[config.mk]
export PLATFORM = sky130hd
export DESIGN_NAME = s3_writeback_regfile_flat
export DESIGN_NICKNAME = d
export VERILOG_FILES = /design/src/rtl/s3_writeback_regfile_pkg.sv /design/src/rtl/s3_writeback_regfile_if.sv /design/src/rtl/s3_writeback_regfile_regfile_2r1w.sv /design/src/rtl/s3_writeback_regfile.sv /design/src/flat_wrapper.sv
export SDC_FILE = /design/constraint.sdc
export NUM_CORES = 2
export LEC_CHECK = 0
export CORE_MARGIN = 2
export CORE_UTILIZATION = 56
export DETAILED_ROUTE_END_ITERATION = 6
export PLACE_DENSITY = 0.88
export SLEW_MARGIN = 40
export SYNTH_ARGS = -nofsm -noshare
export SYNTH_HDL_FRONTEND = slang
export SYNTH_SLANG_ARGS = --single-unit
export TNS_END_PERCENT = 5
[constraint.sdc]
create_clock -name clk -period 1.7 [get_ports clk]
set_clock_uncertainty 0.1 [all_clocks]
set_input_delay 0.17 -clock clk [delete_from_list [all_inputs] [get_ports clk]]
set_output_delay 0.17 -clock clk [all_outputs]
set_load 0.03 [all_outputs]
[src/rtl/s3_writeback_regfile_pkg.sv]
// -----------------------------------------------------------------------------
// pipeline_pkg
// Shared constants and types for the writeback stage and its register file.
//   DATA_WIDTH    : width of a register / ALU result
//   ADDR_WIDTH    : register select width (depth = 2**ADDR_WIDTH)
//   ZERO_REG_ADDR : address of the hardwired-zero register
//   wb_bundle_t   : ALUOut / WriteSelect / WriteEnable bundle passed stage to stage
// -----------------------------------------------------------------------------
package pipeline_pkg;

  localparam int unsigned DATA_WIDTH    = 32;
  localparam int unsigned ADDR_WIDTH    = 5;
  localparam int unsigned ZERO_REG_ADDR = 0;

  typedef struct packed {
    logic [DATA_WIDTH-1:0] ALUOut;
    logic [ADDR_WIDTH-1:0] WriteSelect;
    logic                  WriteEnable;
  } wb_bundle_t;

endpackage : pipeline_pkg

[src/rtl/s3_writeback_regfile_if.sv]
// -----------------------------------------------------------------------------
// s3_writeback_regfile_if
// Bus between the pipeline and the writeback stage / register file.
//   S2_ALUOut, S2_WriteSelect, S2_WriteEnable : execute-stage result into stage 3
//   S1_ReadSelect1, S1_ReadSelect2            : read port addresses
//   Reg_ReadData1, Reg_ReadData2              : read port data (combinational)
//   S3_ALUOut, S3_WriteSelect, S3_WriteEnable : registered stage-3 bundle
// master : the pipeline side (drives S2_* and S1_*)
// slave  : the writeback/regfile block
// -----------------------------------------------------------------------------
interface s3_writeback_regfile_if #(
  parameter int unsigned DATA_WIDTH = pipeline_pkg::DATA_WIDTH,
  parameter int unsigned ADDR_WIDTH = pipeline_pkg::ADDR_WIDTH
);

  logic [DATA_WIDTH-1:0] S2_ALUOut;
  logic [ADDR_WIDTH-1:0] S2_WriteSelect;
  logic                  S2_WriteEnable;
  logic [ADDR_WIDTH-1:0] S1_ReadSelect1;
  logic [ADDR_WIDTH-1:0] S1_ReadSelect2;
  logic [DATA_WIDTH-1:0] Reg_ReadData1;
  logic [DATA_WIDTH-1:0] Reg_ReadData2;
  logic [DATA_WIDTH-1:0] S3_ALUOut;
  logic [ADDR_WIDTH-1:0] S3_WriteSelect;
  logic                  S3_WriteEnable;

  modport master (
    output S2_ALUOut, S2_WriteSelect, S2_WriteEnable,
    output S1_ReadSelect1, S1_ReadSelect2,
    input  Reg_ReadData1, Reg_ReadData2,
    input  S3_ALUOut, S3_WriteSelect, S3_WriteEnable
  );

  modport slave (
    input  S2_ALUOut, S2_WriteSelect, S2_WriteEnable,
    input  S1_ReadSelect1, S1_ReadSelect2,
    output Reg_ReadData1, Reg_ReadData2,
    output S3_ALUOut, S3_WriteSelect, S3_WriteEnable
  );

endinterface : s3_writeback_regfile_if

[src/rtl/s3_writeback_regfile_regfile_2r1w.sv]
// -----------------------------------------------------------------------------
// regfile_2r1w
// Register file with one synchronous write port and two combinational reads.
//   i_clk              : clock, posedge
//   i_rst_n            : synchronous active-low reset, clears every entry
//   i_we/i_waddr/i_wdata : write port
//   i_raddr1/i_raddr2  : read addresses
//   o_rdata1/o_rdata2  : read data
// Optional feature macro: REGFILE_WRITE_BYPASS_EN (write-before-read forwarding).
// -----------------------------------------------------------------------------
module regfile_2r1w
  import pipeline_pkg::*;
#(
  parameter int unsigned DATA_WIDTH = pipeline_pkg::DATA_WIDTH,
  parameter int unsigned ADDR_WIDTH = pipeline_pkg::ADDR_WIDTH,
  parameter bit          ZERO_REG   = 1'b1
) (
  input  logic                  i_clk,
  input  logic                  i_rst_n,
  input  logic                  i_we,
  input  logic [ADDR_WIDTH-1:0] i_waddr,
  input  logic [DATA_WIDTH-1:0] i_wdata,
  input  logic [ADDR_WIDTH-1:0] i_raddr1,
  input  logic [ADDR_WIDTH-1:0] i_raddr2,
  output logic [DATA_WIDTH-1:0] o_rdata1,
  output logic [DATA_WIDTH-1:0] o_rdata2
);

  localparam int unsigned            DEPTH = 2 ** ADDR_WIDTH;
  localparam logic [ADDR_WIDTH-1:0] ZADDR  = ADDR_WIDTH'(ZERO_REG_ADDR);

  logic [DATA_WIDTH-1:0] r_mem [DEPTH];
  logic                  w_wr_ok;
  logic [DATA_WIDTH-1:0] w_rdata1;
  logic [DATA_WIDTH-1:0] w_rdata2;

  // Writes to the hardwired-zero register are dropped at the storage.
  assign w_wr_ok = i_we && !(ZERO_REG && (i_waddr == ZADDR));

  always_ff @(posedge i_clk) begin
    if (!i_rst_n) begin
      r_mem <= '{default: '0};
    end else if (w_wr_ok) begin
      r_mem[i_waddr] <= i_wdata;
    end
  end

  always_comb begin
    w_rdata1 = r_mem[i_raddr1];
    w_rdata2 = r_mem[i_raddr2];
`ifdef REGFILE_WRITE_BYPASS_EN
    if (i_we && (i_waddr == i_raddr1)) w_rdata1 = i_wdata;
    if (i_we && (i_waddr == i_raddr2)) w_rdata2 = i_wdata;
`endif
    // Zero override comes last so it also masks any bypass.
    if (ZERO_REG && (i_raddr1 == ZADDR)) w_rdata1 = '0;
    if (ZERO_REG && (i_raddr2 == ZADDR)) w_rdata2 = '0;
  end

  assign o_rdata1 = w_rdata1;
  assign o_rdata2 = w_rdata2;

endmodule : regfile_2r1w

[src/rtl/s3_writeback_regfile.sv]
// -----------------------------------------------------------------------------
// s3_writeback_regfile
// Stage-3 (writeback) pipeline register feeding a 2-read/1-write register file.
// S2 bundle is latched into S3 on every non-reset edge; S3 commits to the
// register file on the following edge.
//   clk : clock, posedge
//   rst : synchronous active-low reset (0 = reset)
//   bus : s3_writeback_regfile_if.slave (S2_*, S1_* in; Reg_ReadData*, S3_* out)
// Optional feature macro: REGFILE_WRITE_BYPASS_EN (read ports forward S3_ALUOut).
// -----------------------------------------------------------------------------
module s3_writeback_regfile
  import pipeline_pkg::*;
#(
  parameter int unsigned DATA_WIDTH = pipeline_pkg::DATA_WIDTH,
  parameter int unsigned ADDR_WIDTH = pipeline_pkg::ADDR_WIDTH,
  parameter bit          ZERO_REG   = 1'b1
) (
  input  logic clk,
  input  logic rst,
  s3_writeback_regfile_if.slave bus
);

  logic [DATA_WIDTH-1:0] r_s3_aluout;
  logic [ADDR_WIDTH-1:0] r_s3_wsel;
  logic                  r_s3_we;

  always_ff @(posedge clk) begin
    if (!rst) begin
      r_s3_aluout <= '0;
      r_s3_wsel   <= '0;
      r_s3_we     <= 1'b0;
    end else begin
      r_s3_aluout <= bus.S2_ALUOut;
      r_s3_wsel   <= bus.S2_WriteSelect;
      r_s3_we     <= bus.S2_WriteEnable;
    end
  end

  regfile_2r1w #(
    .DATA_WIDTH (DATA_WIDTH),
    .ADDR_WIDTH (ADDR_WIDTH),
    .ZERO_REG   (ZERO_REG)
  ) u_regfile (
    .i_clk    (clk),
    .i_rst_n  (rst),
    .i_we     (r_s3_we),
    .i_waddr  (r_s3_wsel),
    .i_wdata  (r_s3_aluout),
    .i_raddr1 (bus.S1_ReadSelect1),
    .i_raddr2 (bus.S1_ReadSelect2),
    .o_rdata1 (bus.Reg_ReadData1),
    .o_rdata2 (bus.Reg_ReadData2)
  );

  assign bus.S3_ALUOut      = r_s3_aluout;
  assign bus.S3_WriteSelect = r_s3_wsel;
  assign bus.S3_WriteEnable = r_s3_we;

endmodule : s3_writeback_regfile

[src/flat_wrapper.sv]
// flat-port wrapper written by rule: the top's interface ports become plain ports
module s3_writeback_regfile_flat import pipeline_pkg::*;
#(
  parameter int unsigned DATA_WIDTH = pipeline_pkg::DATA_WIDTH,
  parameter int unsigned ADDR_WIDTH = pipeline_pkg::ADDR_WIDTH,
  parameter bit          ZERO_REG   = 1'b1
)
  (clk, rst, bus_S2_ALUOut, bus_S2_WriteSelect, bus_S2_WriteEnable, bus_S1_ReadSelect1, bus_S1_ReadSelect2, bus_Reg_ReadData1, bus_Reg_ReadData2, bus_S3_ALUOut, bus_S3_WriteSelect, bus_S3_WriteEnable);
  s3_writeback_regfile_if #(.DATA_WIDTH(DATA_WIDTH), .ADDR_WIDTH(ADDR_WIDTH)) bus_i ();
  input  logic clk;
  input  logic rst;
  input wire logic [$bits(bus_i.S2_ALUOut)-1:0] bus_S2_ALUOut;
  input wire logic [$bits(bus_i.S2_WriteSelect)-1:0] bus_S2_WriteSelect;
  input wire logic [$bits(bus_i.S2_WriteEnable)-1:0] bus_S2_WriteEnable;
  input wire logic [$bits(bus_i.S1_ReadSelect1)-1:0] bus_S1_ReadSelect1;
  input wire logic [$bits(bus_i.S1_ReadSelect2)-1:0] bus_S1_ReadSelect2;
  output wire logic [$bits(bus_i.Reg_ReadData1)-1:0] bus_Reg_ReadData1;
  output wire logic [$bits(bus_i.Reg_ReadData2)-1:0] bus_Reg_ReadData2;
  output wire logic [$bits(bus_i.S3_ALUOut)-1:0] bus_S3_ALUOut;
  output wire logic [$bits(bus_i.S3_WriteSelect)-1:0] bus_S3_WriteSelect;
  output wire logic [$bits(bus_i.S3_WriteEnable)-1:0] bus_S3_WriteEnable;
  assign bus_i.S2_ALUOut = bus_S2_ALUOut;
  assign bus_i.S2_WriteSelect = bus_S2_WriteSelect;
  assign bus_i.S2_WriteEnable = bus_S2_WriteEnable;
  assign bus_i.S1_ReadSelect1 = bus_S1_ReadSelect1;
  assign bus_i.S1_ReadSelect2 = bus_S1_ReadSelect2;
  assign bus_Reg_ReadData1 = bus_i.Reg_ReadData1;
  assign bus_Reg_ReadData2 = bus_i.Reg_ReadData2;
  assign bus_S3_ALUOut = bus_i.S3_ALUOut;
  assign bus_S3_WriteSelect = bus_i.S3_WriteSelect;
  assign bus_S3_WriteEnable = bus_i.S3_WriteEnable;
  s3_writeback_regfile #(.DATA_WIDTH(DATA_WIDTH), .ADDR_WIDTH(ADDR_WIDTH), .ZERO_REG(ZERO_REG)) u_core (.clk(clk), .rst(rst), .bus(bus_i));
endmodule
==> results of run 1 <==
## per-layer routing
layer  track usage (%)  GRT overflow
met1              73.2            12
met2              88.3            89
met3              73.9            18
met4              71.6            65
met5              64.1             2
## cells by family after synthesis
| kind of cell | after synthesis | synth area share (%) |
|---|---|---|
| AO/OA/AOI/OAI | 1359 | 18.2 |
| buffers and inverters | 629 | 5.21 |
| flip-flops | 1062 | 38.5 |
| multiplexers | 640 | 21.9 |
| AND/OR/NAND/NOR | 2251 | 16.2 |
## repair_timing
item | 4_1_cts
hold buffers | 37
pin swaps | 101
gates resized for setup | 587
endpoints found under the setup margin | 1086
hold endpoints to repair | 249
buffers inserted | 6
## metrics by stage
stage	hold slack, ns	util (%)
3_5_place_dp	0.356	67.0
2_1_floorplan	0.197	-
4_1_cts	0.00978	73.0
3_3_place_gp	0.347	66.9
==> impl_metrics.json, run 1 <==
{
  "worst-ep-kind": "primary output",
  "dp_worst_setup_slack_ns": -1.01,
  "postSynthCellCount": 5941,
  "grt-worst-endpoint": "bus_Reg_ReadData2[2]",
  "synth_cell_type_count": 37,
  "dp_hpwl_mm": 148,
  "stop_stage": "global routing",
  "syn-num-nets": 5991,
  "synth-async-reset-ratio_pct": 0,
  "clock_sinks": 1062,
  "chipWidth_microns": 318,
  "ios": 152,
  "synth.area.top_cells": "dfxtp_1 (38%), mux4_2 (18%), nand2_1 (14%)",
  "yosysMostFrequentCell": "nand2_1",
  "synth_seq_cells": 1062,
  "dp.cells": 7498,
  "cts_buffers": 110,
  "cts_buffer_depth": 3,
  "routabilityCongestion": 1.01,
  "error": "[ERROR GRT-0232] Routing congestion too high. Check the congestion heatmap in the GUI.",
  "overflow": 186,
  "antenna_found_initial": 45,
  "synth_edf_count": 0,
  "yosysTopAreaCellShare_pct": 38.5,
  "start_util_pct": 56.3,
  "ys_warn_count": 0,
  "rows": 115,
  "status": "aborted with a tool error",
  "grt_max_degree": 129,
  "io_buffer_count": 151,
  "yosysSeqAreaShare_pct": 38.5,
  "yosys.area.top_type": "dfxtp_1",
  "syn-cell-area_sq_um": 55300,
  "root_buffer": "clkbuf_16",
  "synthFlopType": "dfxtp_1",
  "yosys-top-cells-count": "nand2_1 (2050), dfxtp_1 (1062), a21boi_0 (707)",
  "grt_use_total_pct": 77.2,
  "die_h_microns": 318,
  "htreeDepth": 3,
  "place_area_sq_um": 65800,
  "avgSynthCellArea_sq_um": 9.30
}
==> inputs of run 2 (changes only) <==
- CORE_UTILIZATION: 56 -> 40
- PLACE_DENSITY: 0.88 -> default
- PLACE_DENSITY_LB_ADDON: default -> 0.15
- clock period: 1.7 -> 2.2 ns (I/O delays scaled with it)
==> impl_metrics.json, run 2 <==
{
  "status": "complete, but fails checks",
  "violations": "negative setup slack",
  "synth_edf_count": 0,
  "report.final.slew_viol_count": 0,
  "coreArea_sq_um": 137000,
  "syn-cell-area_sq_um": 55300,
  "r2r-start": "u_core.bus.S3_WriteSelect[4]",
  "wl_per_cell_microns": 29.6,
  "leakage_uw": 0.0238,
  "cts_buffers": 121,
  "cp-startpoint": "u_core.u_regfile.r_mem[520]",
  "htreeDepth": 3,
  "reg2reg_depth": 7,
  "setup_tns_ns": -32.87,
  "largest_register_ffs": 1024,
  "multiInputGateArea_sq_um": 32700,
  "slowest_delay_ns": 0.46,
  "rr_endpoint": "u_core.u_regfile.r_mem[896]",
  "avgSynthCellArea_sq_um": 9.30,
  "hp-start": "u_core.u_regfile.r_mem[988]",
  "postSynthCellCount": 5941,
  "layout_commonest_cell": "nand2_1",
  "top_register": "u_core.u_regfile.r_mem",
  "dp.cells": 7880,
  "chipWidth_microns": 376,
  "grt_max_degree": 145,
  "crit_family": "multiplexers",
  "start_util_pct": 40.2,
  "synthFlopType": "dfxtp_1",
  "syn-num-nets": 5991,
  "dp_hpwl_mm": 157,
  "worstPathArrival_ns": 2.45,
  "crit_chain": "mux4_2, mux2_4, o21ai_4, a311oi_4, clkbuf_16",
  "yosys-top-cells-count": "nand2_1 (2050), dfxtp_1 (1062), a21boi_0 (707)",
  "synth_seq_cells": 1062,
  "criticalPathCategory": "reg -> out",
  "hold_path_class": "reg -> reg",
  "hold_violations": 0,
  "rows": 136,
  "grt_pass1_wl_mm": 343,
  "drive_above_1_share_pct": 27.6,
  "root_buffer": "clkbuf_16",
  "io_buffer_count": 151,
  "power_density_nw_per_um2": 659,
  "ys_warn_count": 0,
  "fill_cells": 12400,
  "routabilityCongestion": 0.897,
  "setup_violations": 64,
  "hold_depth": 2,
  "period_needed_ns": 2.77,
  "dieArea_sq_um": 141000,
  "drtIter0Drc": 5795,
  "synth-async-reset-ratio_pct": 0,
  "clk_latency_ns": 0.77,
  "seqCellArea_sq_um": 21300,
  "yosysSeqAreaShare_pct": 38.5,
  "nNetsFinal": 6292,
  "clock_sinks": 1062,
  "slew_headroom_pct": 37.0,
  "antenna_found_initial": 4,
  "areaGrowthSynthToFinish_pct": 27.0,
  "peakVddDrop_v": 0.000694,
  "cts_tree": "built",
  "synth_cell_type_count": 37,
  "via_count": 49100,
  "mostFrequentLayoutCells": "nand2_1 (2019), dfxtp_1 (1014), a21boi_0 (707)",
  "firstDrtPassIters": 6,
  "grt_pass1_vias": 46700,
  "ant_nets": 0,
  "min_period_over_period_pct": 126,
  "die_h_microns": 376,
  "yosysTopAreaCellShare_pct": 38.5,
  "fmaxAchievable_mhz": 361,
  "final_cells": 8146,
  "holdPathEnd": "u_core.u_regfile.r_mem[988]",
  "overflow": 0,
  "yosys.area.top_type": "dfxtp_1",
  "path_clk_slew_ns": 0.06,
  "cts_buffer_depth": 3,
  "grt_use_total_pct": 33.5,
  "viasPerCell": 6.02,
  "rsz0062_at_grt": "yes",
  "drc": 0,
  "required_ns": 1.88,
  "synth.area.top_cells": "dfxtp_1 (38%), mux4_2 (18%), nand2_1 (14%)",
  "slowest_stage": "mux4_2",
  "max-cap-violations": 0,
  "crit_buf_inv": 1,
  "routed_wl_mm": 241,
  "ios": 152,
  "cts_setup_buffers": 0,
  "end_kind": "primary output",
  "cp_max_fo": 3,
  "regToRegSetupSlack_ns": 0.13,
  "yosysMostFrequentCell": "nand2_1",
  "worst_slack_ns": -0.573,
  "tightestPinTransition_ns": 0.943,
  "start_kind": "register"
}
==> run 2: timing repair <==
action | in CTS | in global routing
endpoints found under the hold margin | 105 | 0
hold buffers | 39 | 0
endpoints found under the setup margin | 84 | 64
gates resized for setup | 224 | 89
pin swaps | 40 | 24
==> run 2: cells by family (layout without fill, tap and decap cells) <==
kind of cell	Yosys count	in the layout	synth area share, %
muxes	640	640	21.9
DFF	1062	1062	38.5
and+or+nand+nor	2251	2251	16.2
buffers and inverters	629	1036	5.21
AOI/OAI and AO/OA	1359	1359	18.2
other	0	4	0
==> run 2: worst max-delay path by stage <==
stage	endpoint	slack (ns)	cells after the start
floorplan	bus_Reg_ReadData1[14]	-0.22	7
detailed placement	bus_Reg_ReadData1[24]	-0.63	7
global placement	bus_Reg_ReadData2[2]	-0.74	7
global route	bus_Reg_ReadData1[2]	-0.64	7
finish	bus_Reg_ReadData1[8]	-0.57	5
CTS	bus_Reg_ReadData1[21]	-0.64	6
==> run 2: per-stage QoR <==
step / utilization, % / hold slack, ns / instance area (sq um) / power, uW / setup slack (ns)
floorplan: - / 0.247 / 55300 / 22100 / -0.216
global placement: 46.8 / 0.349 / 64200 / 24800 / -0.743
detailed placement: 46.8 / 0.357 / 64200 / 24800 / -0.632
CTS: 50.8 / 0.356 / 69800 / 46300 / -0.639
global route: 51.1 / 0.375 / 70200 / 47300 / -0.641
finish: 51.1 / 0.365 / 70200 / 46200 / -0.573
==> run 2: area by class of cell <==
class                      count  share of cell area [%]
clock inverter                50                   0.879
multi-input combinational   4250                    46.6
antenna                        4                  0.0143
tap                         1794                    3.20
sequential                  1062                    30.4
clock buffer                 179                    5.08
timing repair buffer         805                    13.8
inverter                       2                  0.0178
==> run 2: worst min-delay path, stage by stage (launching register included) <==
cell      delay (ns)
dfxtp_2         0.33
nand2_1         0.05
a21boi_1        0.05
==> run 2: power by group <==
| group | internal [uW] | switching (uW) | total (uW) |
|---|---|---|---|
| registers | 19300 | 75.0 | 19400 |
| clock network | 12600 | 8860 | 21500 |
| logic | 2330 | 3040 | 5380 |
| total | 34200 | 12000 | 46200 |
==> run 2: metal layers <==
layer	track usage, %	vias to the layer above	wire length [microns]
met5	0	-	16
met4	15.7	2	12200
met3	6.77	544	22100
met2	51.5	2492	107000
met1	45.1	24600	99700
li1	-	21400	-
Power figures use the tool's default switching activity.
